<file path="src/rtl/secuenciador_motor.sv">
// Motor drive sequencer: turns the stop/up/down command into brake timing,
// a soft-start/soft-stop speed ramp, reversal dead time and a door/emergency interlock.
module secuenciador_motor #(
   parameter int T_FRENO    = 50,
   parameter int T_MUERTO   = 100,
   parameter int RAMPA_PASO = 8,
   parameter int VEL_MAX    = 15
) (
   input  logic       clk,
   input  logic       rst,
   input  logic [1:0] motor_cmd,
   input  logic       puertas_cerradas,
   input  logic       emergencia,
   output logic       freno,
   output logic       dir,
   output logic [3:0] vel,
   output logic       en_movimiento,
   output logic       listo,
   output logic       falla,
   output logic [2:0] estado_dbg
);

   localparam int T_MAX_A = (T_FRENO > T_MUERTO) ? T_FRENO : T_MUERTO;
   localparam int T_MAX   = (T_MAX_A > RAMPA_PASO) ? T_MAX_A : RAMPA_PASO;
   localparam int TW      = (T_MAX < 2) ? 1 : $clog2(T_MAX);

   typedef enum logic [2:0] {
      REPOSO, SOLTAR_FRENO, ACELERAR, CRUCERO,
      DECELERAR, APLICAR_FRENO, MUERTO, FALLA
   } estado_t;

   estado_t       estado_q, estado_d;
   logic [TW-1:0] timer_q, timer_d;
   logic [3:0]    vel_q, vel_d;
   logic          dir_q, dir_d;
   logic          freno_q, en_mov_q, listo_q, falla_q;
   logic          cmd_mover, cmd_dir, cmd_igual, en_marcha_q, en_marcha_d;
   logic          fin_freno, fin_muerto, fin_rampa;

   assign cmd_mover  = (motor_cmd == 2'b01) || (motor_cmd == 2'b10);
   assign cmd_dir    = (motor_cmd == 2'b01);
   assign cmd_igual  = cmd_mover && (cmd_dir == dir_q);
   assign fin_freno  = (timer_q == TW'(T_FRENO - 1));
   assign fin_muerto = (timer_q == TW'(T_MUERTO - 1));
   assign fin_rampa  = (timer_q == TW'(RAMPA_PASO - 1));

   assign en_marcha_q = (estado_q == SOLTAR_FRENO) || (estado_q == ACELERAR) ||
                        (estado_q == CRUCERO) || (estado_q == DECELERAR);
   assign en_marcha_d = (estado_d == SOLTAR_FRENO) || (estado_d == ACELERAR) ||
                        (estado_d == CRUCERO) || (estado_d == DECELERAR);

   always_comb begin
      estado_d = estado_q;
      vel_d    = vel_q;
      dir_d    = dir_q;
      timer_d  = timer_q + 1'b1;
      case (estado_q)
         REPOSO: begin
            vel_d   = '0;
            timer_d = '0;
            if (cmd_mover && puertas_cerradas) begin
               dir_d    = cmd_dir;
               estado_d = SOLTAR_FRENO;
            end
         end
         SOLTAR_FRENO: begin
            if (!cmd_igual)     estado_d = APLICAR_FRENO;
            else if (fin_freno) estado_d = ACELERAR;
         end
         ACELERAR: begin
            if (!cmd_igual) begin
               estado_d = DECELERAR;
            end else if (fin_rampa) begin
               timer_d = '0;
               if (vel_q >= 4'(VEL_MAX - 1)) begin
                  vel_d    = 4'(VEL_MAX);
                  estado_d = CRUCERO;
               end else begin
                  vel_d = vel_q + 4'd1;
               end
            end
         end
         CRUCERO: begin
            vel_d   = 4'(VEL_MAX);
            timer_d = '0;
            if (!cmd_igual) estado_d = DECELERAR;
         end
         DECELERAR: begin
            if (cmd_igual && (vel_q != 4'd0)) begin
               estado_d = ACELERAR;
            end else if (fin_rampa) begin
               timer_d = '0;
               if (vel_q <= 4'd1) begin
                  vel_d    = '0;
                  estado_d = APLICAR_FRENO;
               end else begin
                  vel_d = vel_q - 4'd1;
               end
            end
         end
         APLICAR_FRENO: begin
            vel_d = '0;
            if (fin_freno) estado_d = MUERTO;
         end
         MUERTO: begin
            vel_d = '0;
            if (fin_muerto) estado_d = REPOSO;
         end
         default: begin
            vel_d   = '0;
            timer_d = '0;
         end
      endcase
      // Interlock overrides whatever the sequencing above decided.
      if (emergencia || (!puertas_cerradas && en_marcha_q)) begin
         estado_d = FALLA;
         vel_d    = '0;
         dir_d    = dir_q;
      end
      if (estado_d != estado_q) timer_d = '0;
   end

   always_ff @(posedge clk) begin
      if (rst) begin
         estado_q <= REPOSO;
         timer_q  <= '0;
         vel_q    <= '0;
         dir_q    <= 1'b0;
         freno_q  <= 1'b1;
         en_mov_q <= 1'b0;
         listo_q  <= 1'b1;
         falla_q  <= 1'b0;
      end else begin
         estado_q <= estado_d;
         timer_q  <= timer_d;
         vel_q    <= vel_d;
         dir_q    <= dir_d;
         freno_q  <= !en_marcha_d;
         en_mov_q <= en_marcha_d;
         listo_q  <= (estado_d == REPOSO);
         falla_q  <= (estado_d == FALLA);
      end
   end

   assign freno         = freno_q;
   assign dir           = dir_q;
   assign vel           = vel_q;
   assign en_movimiento = en_mov_q;
   assign listo         = listo_q;
   assign falla         = falla_q;
   assign estado_dbg    = estado_q;

endmodule

</file>
<file path="config.mk">
export PLATFORM = sky130hd
export DESIGN_NAME = secuenciador_motor
export DESIGN_NICKNAME = d
export VERILOG_FILES = /design/src/rtl/secuenciador_motor.sv
export SDC_FILE = /design/constraint.sdc
export NUM_CORES = 1
export LEC_CHECK = 0
export CAP_MARGIN = 20
export CORE_MARGIN = 1
export CORE_UTILIZATION = 50
export CTS_CLUSTER_DIAMETER = 150
export DETAILED_ROUTE_END_ITERATION = 8
export HOLD_SLACK_MARGIN = 0.06
export PLACE_DENSITY_LB_ADDON = 0.15
export SYNTH_ARGS = -nofsm -noshare
export SYNTH_HDL_FRONTEND = slang
export SYNTH_SLANG_ARGS = --single-unit
</file>
<file path="constraint.sdc">
create_clock -name clk -period 6.4 [get_ports clk]
set_clock_uncertainty 0.1 [all_clocks]
set_input_delay 1.28 -clock clk [delete_from_list [all_inputs] [get_ports clk]]
set_output_delay 1.28 -clock clk [all_outputs]
set_load 0.01 [all_outputs]
</file>
==> Flow_metrics.wiki, run 1 <==
{| class="wikitable"
! Metric !! Value
|-
| Post-route cell area || 1680 µm²
|-
| Count of buffer and inverter cells on the critical path || 2
|-
| Hold Path Sink || timer_q[0]
|-
| Largest delay share family, worst path || compound AO/OA/AOI/OAI gates
|-
| Required time of the critical path || roughly 6.5 ns
|-
| Clock group share of total power || around 22%
|-
| Detailed Route Iter0 Violations || 66
|-
| Leakage component of the power || approximately 0.60 nW
|-
| Number of global-route vias before repair || approximately 1,300
|-
| Cts-stage hold buffer count || 0
|-
| Transition time at the pin with the least slew margin || about 0.74 ns
|-
| Root cell of the clock tree || sky130_fd_sc_hd__clkbuf_4
|-
| Worst Setup Path Type || primary input to flip-flop
|-
| Final layout net count || a little over 200
|-
| Avg Vias per Cell || approximately 6.2
|-
| Average cell area after synthesis || ~8.5 µm²
|-
| Die ar. || ~3200 µm²
|-
| Critical Path Slowest Stage Cell || sky130_fd_sc_hd__o311ai_1
|-
| Outcome || complete, but fails checks
|-
| Register bit total from synthesis || 19
|-
| Combinational fraction of design power || 29.0%
|-
| Die Y || 56.8 µm
|-
| Final setup fails || 0
|-
| RSZ-0062 raised after global routing || no
|-
| Power spent charging and discharging nets || just over 0.09 mW
|-
| Switching share of power || about a third
|-
| Syn Nets || 190
|-
| Worst hold margin || about 0.44 ns
|-
| Number of top-level pins || 18
|-
| Resized cells post-CTS || 0
|-
| Setup fix buffers added after clock tree synthesis || 0
|-
| Number of buffers on the longest clock path || 2
|-
| Type of destination of the critical path || flip-flop
|-
| Global-route wire length before repair || roughly 5900 µm
|-
| R2R setup slack || 3.69 ns
|-
| Final RePlAce weighted congestion || around 0.94
|-
| Number of CTS-inserted buffers || 3
|-
| Fraction of the mapped netlist area in simple logic gates || between 20% and 30%
|-
| Row cnt || 19
|-
| Initial antenna violation count || 0
|-
| Capture point of the worst reg-to-reg path || timer_q[0]
|-
| Total via count in the routed design || approximately 1,400
|-
| GRT Resource Usage Total || a little under a quarter
|-
| Maximum single-stage delay on the critical path || between 0.6 and 0.7 ns
|-
| Post-synthesis cell type count || 60
|-
| Cell types with the largest area share after synthesis || sky130_fd_sc_hd__dfxtp_1 (25%), sky130_fd_sc_hd__ha_1 (6.7%), sky130_fd_sc_hd__nor2_1 (5.0%)
|-
| Final global-route overflow total || 0
|-
| Sum of internal, switching and leakage power || roughly 0.27 mW
|-
| Number of levels in the clock H-tree || 1
|-
| Max-cap check violation count || 0
|-
| Die outline width || approximately 57 µm
|-
| Initial Utilization || a little over half
|-
| Seq pwr share || around half
|-
| Headroom to the max-slew limit || 50.1%
|-
| Proportion of synthesized chip area in sequential cells || roughly a quarter
|-
| Highest fanout seen on the critical path || 6
|-
| Dominant register cell in the synthesized netlist || sky130_fd_sc_hd__dfxtp_1
|-
| Worst r2r src || estado_dbg[0]
|-
| Area Growth Syn to Fin || 12.1%
|-
| Dominant combinational cell family by area after synthesis || simple AND/OR/NAND/NOR gates
|-
| VDD IR-drop max || about 0.08 mV
|-
| Most common cell after layout, fill and taps aside || sky130_fd_sc_hd__nor2_1
|-
| Number of remaining DRC errors || 4
|-
| Count of buffers inserted at the top-level ports || 17
|-
| Post-DP HPWL || ~2600 µm
|-
| Reg2Reg Depth || 5
|-
| Critical-path cell list || clkdlybuf4s50_1 > inv_1 > ha_1 > xor2_2 > o311ai_1 > a21oi_1 > a31oi_1 > nor4bb_2
|-
| Pre-Repair DR Iteration Count || 7
|-
| Number of instances in the synthesized netlist || between 150 and 200
|-
| Routed WL per cell || between 15 and 20 µm
|-
| Endpoints failing hold || 0
|-
| Startpoint Class || primary input
|-
| Kind of path behind the tightest hold check || flip-flop to flip-flop
|-
| Depth of the worst hold-timing path || 1
|-
| Post-synthesis xor/xnor area fraction || under 10%
|-
| Adder-cell share of the synthesized area || 6.68%
|-
| Cell area after technology mapping || ~1500 µm²
|-
| P_int || 0.182 mW
|-
| Complex-gate fraction of the synthesized area || 27.6%
|-
| Final worst setup slack || 2.71 ns
|-
| Clock tree from TritonCTS || yes
|-
| Clock latency of the later-clocked register in the worst-skew pair || ~0.30 ns
|-
| Fraction of layout cells with a size suffix above 1 || under 10%
|-
| Arrival time at the worst endpoint || around 3.8 ns
|-
| Power density over cell area || between 150 and 200 nW/µm²
|-
| Synth top area share || between 20% and 30%
|-
| Maximum number of pins on one net before global-route repair || 20
|-
| Top library cells by usage in the layout, fill and taps aside || sky130_fd_sc_hd__nor2_1 (20), sky130_fd_sc_hd__dfxtp_1 (19), sky130_fd_sc_hd__clkdlybuf4s50_1 (17)
|-
| Ys Warns || 0
|-
| Share of flip-flops with an asynchronous set or reset || 0%
|-
| Max-slew violation count || 0
|-
| Core area || approximately 2800 µm²
|-
| TritonCTS Sinks || 19
|-
| Number of enable-type register cells in the synthesized netlist || 0
|-
| Violated checks || design-rule violations
|-
| Total negative slack || 0 ns
|-
| Routed wire length || roughly 3400 µm
|-
| Cell type contributing the most total cell area after synthesis || sky130_fd_sc_hd__dfxtp_1
|-
| Placement-stage worst setup slack || ~2.4 ns
|-
| Remaining antenna violation count || 0
|-
| Post-layout min period || roughly 3.7 ns
|-
| Clock-pin slew of the registers on the worst-case setup and hold paths || 0.11 ns
|-
| Number of antenna repair diodes || 0
|-
| Final clock period utilization by the worst path || 57.6%
|-
| Post-detailed-placement cell area || 1650 µm²
|-
| Min-Delay Startpoint || timer_q[0]
|-
| Post-synthesis mux area share || 1.00%
|-
| Highest attainable clock frequency || roughly 270 MHz
|}
## sequential cells by signal, summed over array words and instances (netlist names)
name	count
timer_q	7
vel	4
estado_dbg	3
dir	1
en_movimiento	1
falla	1
freno	1
listo	1
## cell usage after synthesis, types with 3 or more instances
master / n
sky130_fd_sc_hd__a21oi_1: 12
sky130_fd_sc_hd__buf_6: 3
sky130_fd_sc_hd__dfxtp_1: 19
sky130_fd_sc_hd__ha_1: 8
sky130_fd_sc_hd__inv_1: 6
sky130_fd_sc_hd__nand2_1: 9
sky130_fd_sc_hd__nand3_1: 10
sky130_fd_sc_hd__nor2_1: 20
sky130_fd_sc_hd__nor3_1: 4
sky130_fd_sc_hd__nor4_1: 3
sky130_fd_sc_hd__o21ai_0: 8
sky130_fd_sc_hd__o31ai_1: 4
sky130_fd_sc_hd__xnor2_1: 6
## per-layer routing
metal  GRT usage [%]  vias to the layer above  part of all wire (%)
met5               0                        -                     0
met4            10.5                        0                   1.7
li1                -                      684                     -
met1            31.2                      641                    48
met2            37.6                       33                    47
met3            3.69                        6                   4.1
## worst register-to-register path, stage by stage, from the launching register on
cell and delay (ns):
sky130_fd_sc_hd__dfxtp_1 0.54, sky130_fd_sc_hd__or2_0 0.45, sky130_fd_sc_hd__a211oi_1 0.57, sky130_fd_sc_hd__a21oi_1 0.21, sky130_fd_sc_hd__a211oi_4 0.37, sky130_fd_sc_hd__nor4bb_2 0.38
## cells by family (layout without fill, tap and decap cells)
group / Yosys count / in the layout
buffers and inverters: 13 / 27
DFF: 19 / 19
AOI/OAI and AO/OA: 52 / 52
xor gates and xnor gates: 8 / 8
adders and majority gates: 8 / 8
muxes: 1 / 1
and+or+nand+nor: 75 / 75
## stage by stage
step | utilization [%] | std cells
2_1_floorplan | - | 176
3_3_place_gp | 58.9 | 217
3_5_place_dp | 58.9 | 217
4_1_cts | 59.9 | 221
5_1_grt | 59.9 | 221
6_report | 59.9 | 221
## cell type report
cell class / count / area, µm²
Timing Repair Buffer: 17 / 170
Clock buffer: 3 / 22.5
Fill cell: 261 / 1120
Multi-Input combinational cell: 144 / 1040
Sequential cell: 19 / 380
Inverter: 6 / 22.5
Clock inverter: 1 / 5.00
Tap cell: 31 / 38.8
## worst max-delay path by stage
stage | from | endpoint | slack (ns) | cells after the start
floorplan | motor_cmd[1] | freno | 3.25 | 8
global placement | motor_cmd[1] | timer_q[0] | 2.57 | 8
detailed placement | motor_cmd[1] | timer_q[0] | 2.45 | 8
CTS | motor_cmd[1] | timer_q[0] | 2.75 | 8
global route | motor_cmd[1] | timer_q[0] | 2.45 | 8
finish | motor_cmd[1] | timer_q[0] | 2.71 | 8
## power groups by stage
stage	clock network (mW)	logic [mW]	registers (mW)
2_1_floorplan	0	0.0600	0.133
3_3_place_gp	0	0.0771	0.136
3_5_place_dp	0	0.0786	0.137
4_1_cts	0.0633	0.0791	0.134
5_1_grt	0.0675	0.0869	0.136
6_report	0.0610	0.0796	0.134
No activity file was read; power rests on OpenSTA's default activity.
==> run 2, diff against run 1 <==
==> constraint.sdc (replaced) <==
create_clock -name clk -period 3.55 [get_ports clk]
set_clock_uncertainty 0.1 [all_clocks]
set_input_delay 0.71 -clock clk [delete_from_list [all_inputs] [get_ports clk]]
set_output_delay 0.71 -clock clk [all_outputs]
set_load 0.01 [all_outputs]
==> Flow_metrics.wiki, run 2 (same netlist as run 1, synthesis figures left out) <==
{| class="wikitable"
! Metric !! Value
|-
| Pre-Repair DR Iteration Count || 6 (-1)
|-
| Transition time at the pin with the least slew margin || 0.710 ns (-0.0272 ns)
|-
| GRT busiest layer || met2
|-
| Largest delay share family, worst path || compound AO/OA/AOI/OAI gates
|-
| Number of CTS-inserted buffers || 3 (unchanged)
|-
| Crit path to || timer_q[0]
|-
| Capture point of the worst reg-to-reg path || timer_q[0]
|-
| Fin util || 60.7% (+0.76 points)
|-
| Arrival time at the worst endpoint || 3.21 ns (-0.58 ns)
|-
| Final layout net count || 208 (+1.5%)
|-
| Root cell of the clock tree || sky130_fd_sc_hd__clkbuf_4
|-
| Area Growth Syn to Fin || 13.5%
|-
| Top library cells by usage in the layout, fill and taps aside || sky130_fd_sc_hd__nor2_1 (20), sky130_fd_sc_hd__dfxtp_1 (19), sky130_fd_sc_hd__clkdlybuf4s50_1 (17)
|-
| Seq pwr share || 48.1% (-0.7 points)
|-
| Type of destination of the critical path || flip-flop
|-
| Avg Vias per Cell || 6.38 (+3.3%)
|-
| Most common cell after layout, fill and taps aside || sky130_fd_sc_hd__nor2_1
|-
| Endpoints failing hold || 0 (unchanged)
|-
| Maximum single-stage delay on the critical path || 0.67 ns (-0.02 ns)
|-
| Remaining antenna violation count || 0 (unchanged)
|-
| VDD IR-drop max || 0.145 mV (+82%)
|-
| Switching share of power || 33.6% (about the same)
|-
| Die Y || 56.8 µm (unchanged)
|-
| Area of the multi-input gates || 1040 µm² (unchanged)
|-
| Final setup fails || 0 (unchanged)
|-
| Worst Setup Path Type || primary input to flip-flop
|-
| Clock tree from TritonCTS || yes
|-
| Number of global-route vias before repair || 1,362 (+4.7%)
|-
| Kind of path behind the tightest hold check || flip-flop to flip-flop
|-
| Number of buffers on the longest clock path || 2 (unchanged)
|-
| Headroom to the max-slew limit || 51.9% (+1.8 points)
|-
| Fraction of met1 tracks used by global routing || 31.5% (+0.37 points)
|-
| Maximum number of pins on one net before global-route repair || 20 (unchanged)
|-
| Reg2Reg Depth || 7 (+2)
|-
| Final global-route overflow total || 0 (unchanged)
|-
| Final RePlAce weighted congestion || 0.941 (+0.59%)
|-
| Number of stages on the worst setup path || 8 (unchanged)
|-
| GRT Resource Usage Total || 24.6% (+1.1 points)
|-
| Initial antenna violation count || 0 (unchanged)
|-
| Number of remaining DRC errors || 4 (unchanged)
|-
| Total negative slack || 0 ns (unchanged)
|-
| Number of antenna repair diodes || 0 (unchanged)
|-
| Total of fill cells in the finished design || 255 (-2.3%)
|-
| Outcome || complete, but fails checks
|-
| Highest fanout seen on the critical path || 6 (unchanged)
|-
| Power density over cell area || 296 nW/µm² (+81%)
|-
| Row cnt || 19 (unchanged)
|-
| Number of levels in the clock H-tree || 1 (unchanged)
|-
| Initial Utilization || 53.4% (unchanged)
|-
| Post-layout min period || just over 3 ns
|-
| Cts-stage hold buffer count || 0 (unchanged)
|-
| Routed WL per cell || 16.2 µm (+4.5%)
|-
| Max-cap check violation count || 0 (unchanged)
|-
| Violated checks || design-rule violations
|-
| Count of buffers inserted at the top-level ports || 17 (unchanged)
|-
| R2R setup slack || 0.85 ns (-2.84 ns)
|-
| Storage cell area || 380 µm² (unchanged)
|-
| TritonCTS Sinks || 19 (unchanged)
|-
| Worst r2r src || vel[1]
|-
| Sum of internal, switching and leakage power || 0.503 mW (+83%)
|-
| P_int || 0.334 mW (+83%)
|-
| Fraction of layout cells with a size suffix above 1 || 10.4% (+0.89 points)
|-
| Critical Path Slowest Stage Cell || sky130_fd_sc_hd__o311ai_1
|-
| Power spent charging and discharging nets || 0.169 mW (+83%)
|-
| Setup fix buffers added after clock tree synthesis || 0 (unchanged)
|-
| Die ar. || 3220 µm² (unchanged)
|-
| Highest attainable clock frequency || roughly 320 MHz
|-
| CP Launch Point || motor_cmd[1]
|-
| Total via count in the routed design || 1,428 (+4.7%)
|-
| Startpoint Class || primary input
|-
| Critical-path cell list || clkdlybuf4s50_1 > inv_1 > ha_1 > xor2_2 > o311ai_1 > a21oi_1 > a31oi_1 > nor4bb_2
|-
| RSZ-0062 raised after global routing || no
|-
| Resized cells post-CTS || 0 (unchanged)
|-
| Count of buffer and inverter cells on the critical path || 2 (unchanged)
|-
| Max FFs per register || 7 (unchanged)
|-
| Routed wire length || 3620 µm (+5.9%)
|-
| Max-slew violation count || 0 (unchanged)
|-
| Leakage component of the power || 0.607 nW (+1.9%)
|-
| Clock latency of the later-clocked register in the worst-skew pair || 0.31 ns (about the same)
|-
| Combinational fraction of design power || 29.6% (+0.6 points)
|-
| Post-DP HPWL || 2720 µm (+5.5%)
|-
| Number of top-level pins || 18 (unchanged)
|-
| Final clock period utilization by the worst path || 87.3%
|-
| Met2 track demand over resource || 41.3% (+3.7 points)
|-
| Required time of the critical path || 3.66 ns (-2.84 ns)
|-
| Core area || 2810 µm² (unchanged)
|-
| Clock group share of total power || 22.3% (about the same)
|-
| Detailed Route Iter0 Violations || 57 (-14%)
|-
| Die outline width || 56.8 µm (unchanged)
|-
| Global-route wire length before repair || 6220 µm (+4.8%)
|-
| Register with the most flip-flops || timer_q
|-
| Clock-pin slew of the registers on the worst-case setup and hold paths || 0.11 ns (about the same)
|-
| Met3 GRT Util || 3.69% (unchanged)
|}
run 2: stage by stage:
| stage | area (µm²) | setup WS [ns] | instances | hold slack [ns] |
|---|---|---|---|---|
| 2_1_floorplan | 1500 | 0.975 | 176 | 0.365 |
| 3_3_place_gp | 1680 | 0.293 | 220 | 0.373 |
| 3_5_place_dp | 1680 | 0.170 | 220 | 0.418 |
| 4_1_cts | 1700 | 0.462 | 224 | 0.438 |
| 5_1_grt | 1700 | 0.227 | 224 | 0.462 |
| 6_report | 1700 | 0.452 | 224 | 0.434 |
run 2: cell type report:
type                       instances  area share (%)
clock buffer                       4            1.54
multi-input combinational        144            61.2
inverter                           6            1.32
tap                               31            2.28
sequential                        19            22.4
timing repair buffer              20            11.3
run 2: how the worst min path moves through the flow:
stage / from / end / cells after the start
after global routing: timer_q[0] / timer_q[0] / 1
after detailed placement: timer_q[0] / timer_q[0] / 1
after floorplan: timer_q[0] / timer_q[0] / 1
after global placement: timer_q[0] / timer_q[0] / 1
final: timer_q[0] / timer_q[0] / 1
after CTS: timer_q[0] / timer_q[0] / 1
run 2: power groups by stage:
stage / combinational [mW] / sequential [mW] / clock (mW)
after floorplan: 0.108 / 0.240 / 0
after global placement: 0.143 / 0.246 / 0
after detailed placement: 0.147 / 0.247 / 0
after CTS: 0.147 / 0.242 / 0.117
after global routing: 0.163 / 0.244 / 0.125
final: 0.149 / 0.242 / 0.112
run 2: metal layers:
metal,vias up,routed length [µm]
met5,-,0
met1,681,1640
met3,9,149
met4,0,78
li1,695,-
met2,43,1750
==> run 3, diff against run 2 <==
--- a/config.mk
+++ b/config.mk
@@ -5,6 +5,7 @@
 export SDC_FILE = /design/constraint.sdc
 export NUM_CORES = 1
 export LEC_CHECK = 0
+export ABC_CLOCK_PERIOD_IN_PS = 3550
 export CAP_MARGIN = 20
 export CORE_MARGIN = 1
 export CORE_UTILIZATION = 50
@@ -12,6 +13,7 @@
 export DETAILED_ROUTE_END_ITERATION = 8
 export HOLD_SLACK_MARGIN = 0.06
 export PLACE_DENSITY_LB_ADDON = 0.15
+export SKIP_LAST_GASP = 1
 export SYNTH_ARGS = -nofsm -noshare
 export SYNTH_HDL_FRONTEND = slang
 export SYNTH_SLANG_ARGS = --single-unit
==> results of run 3 <==
The final DEF is identical to that of run 2; final timing and power are the same.
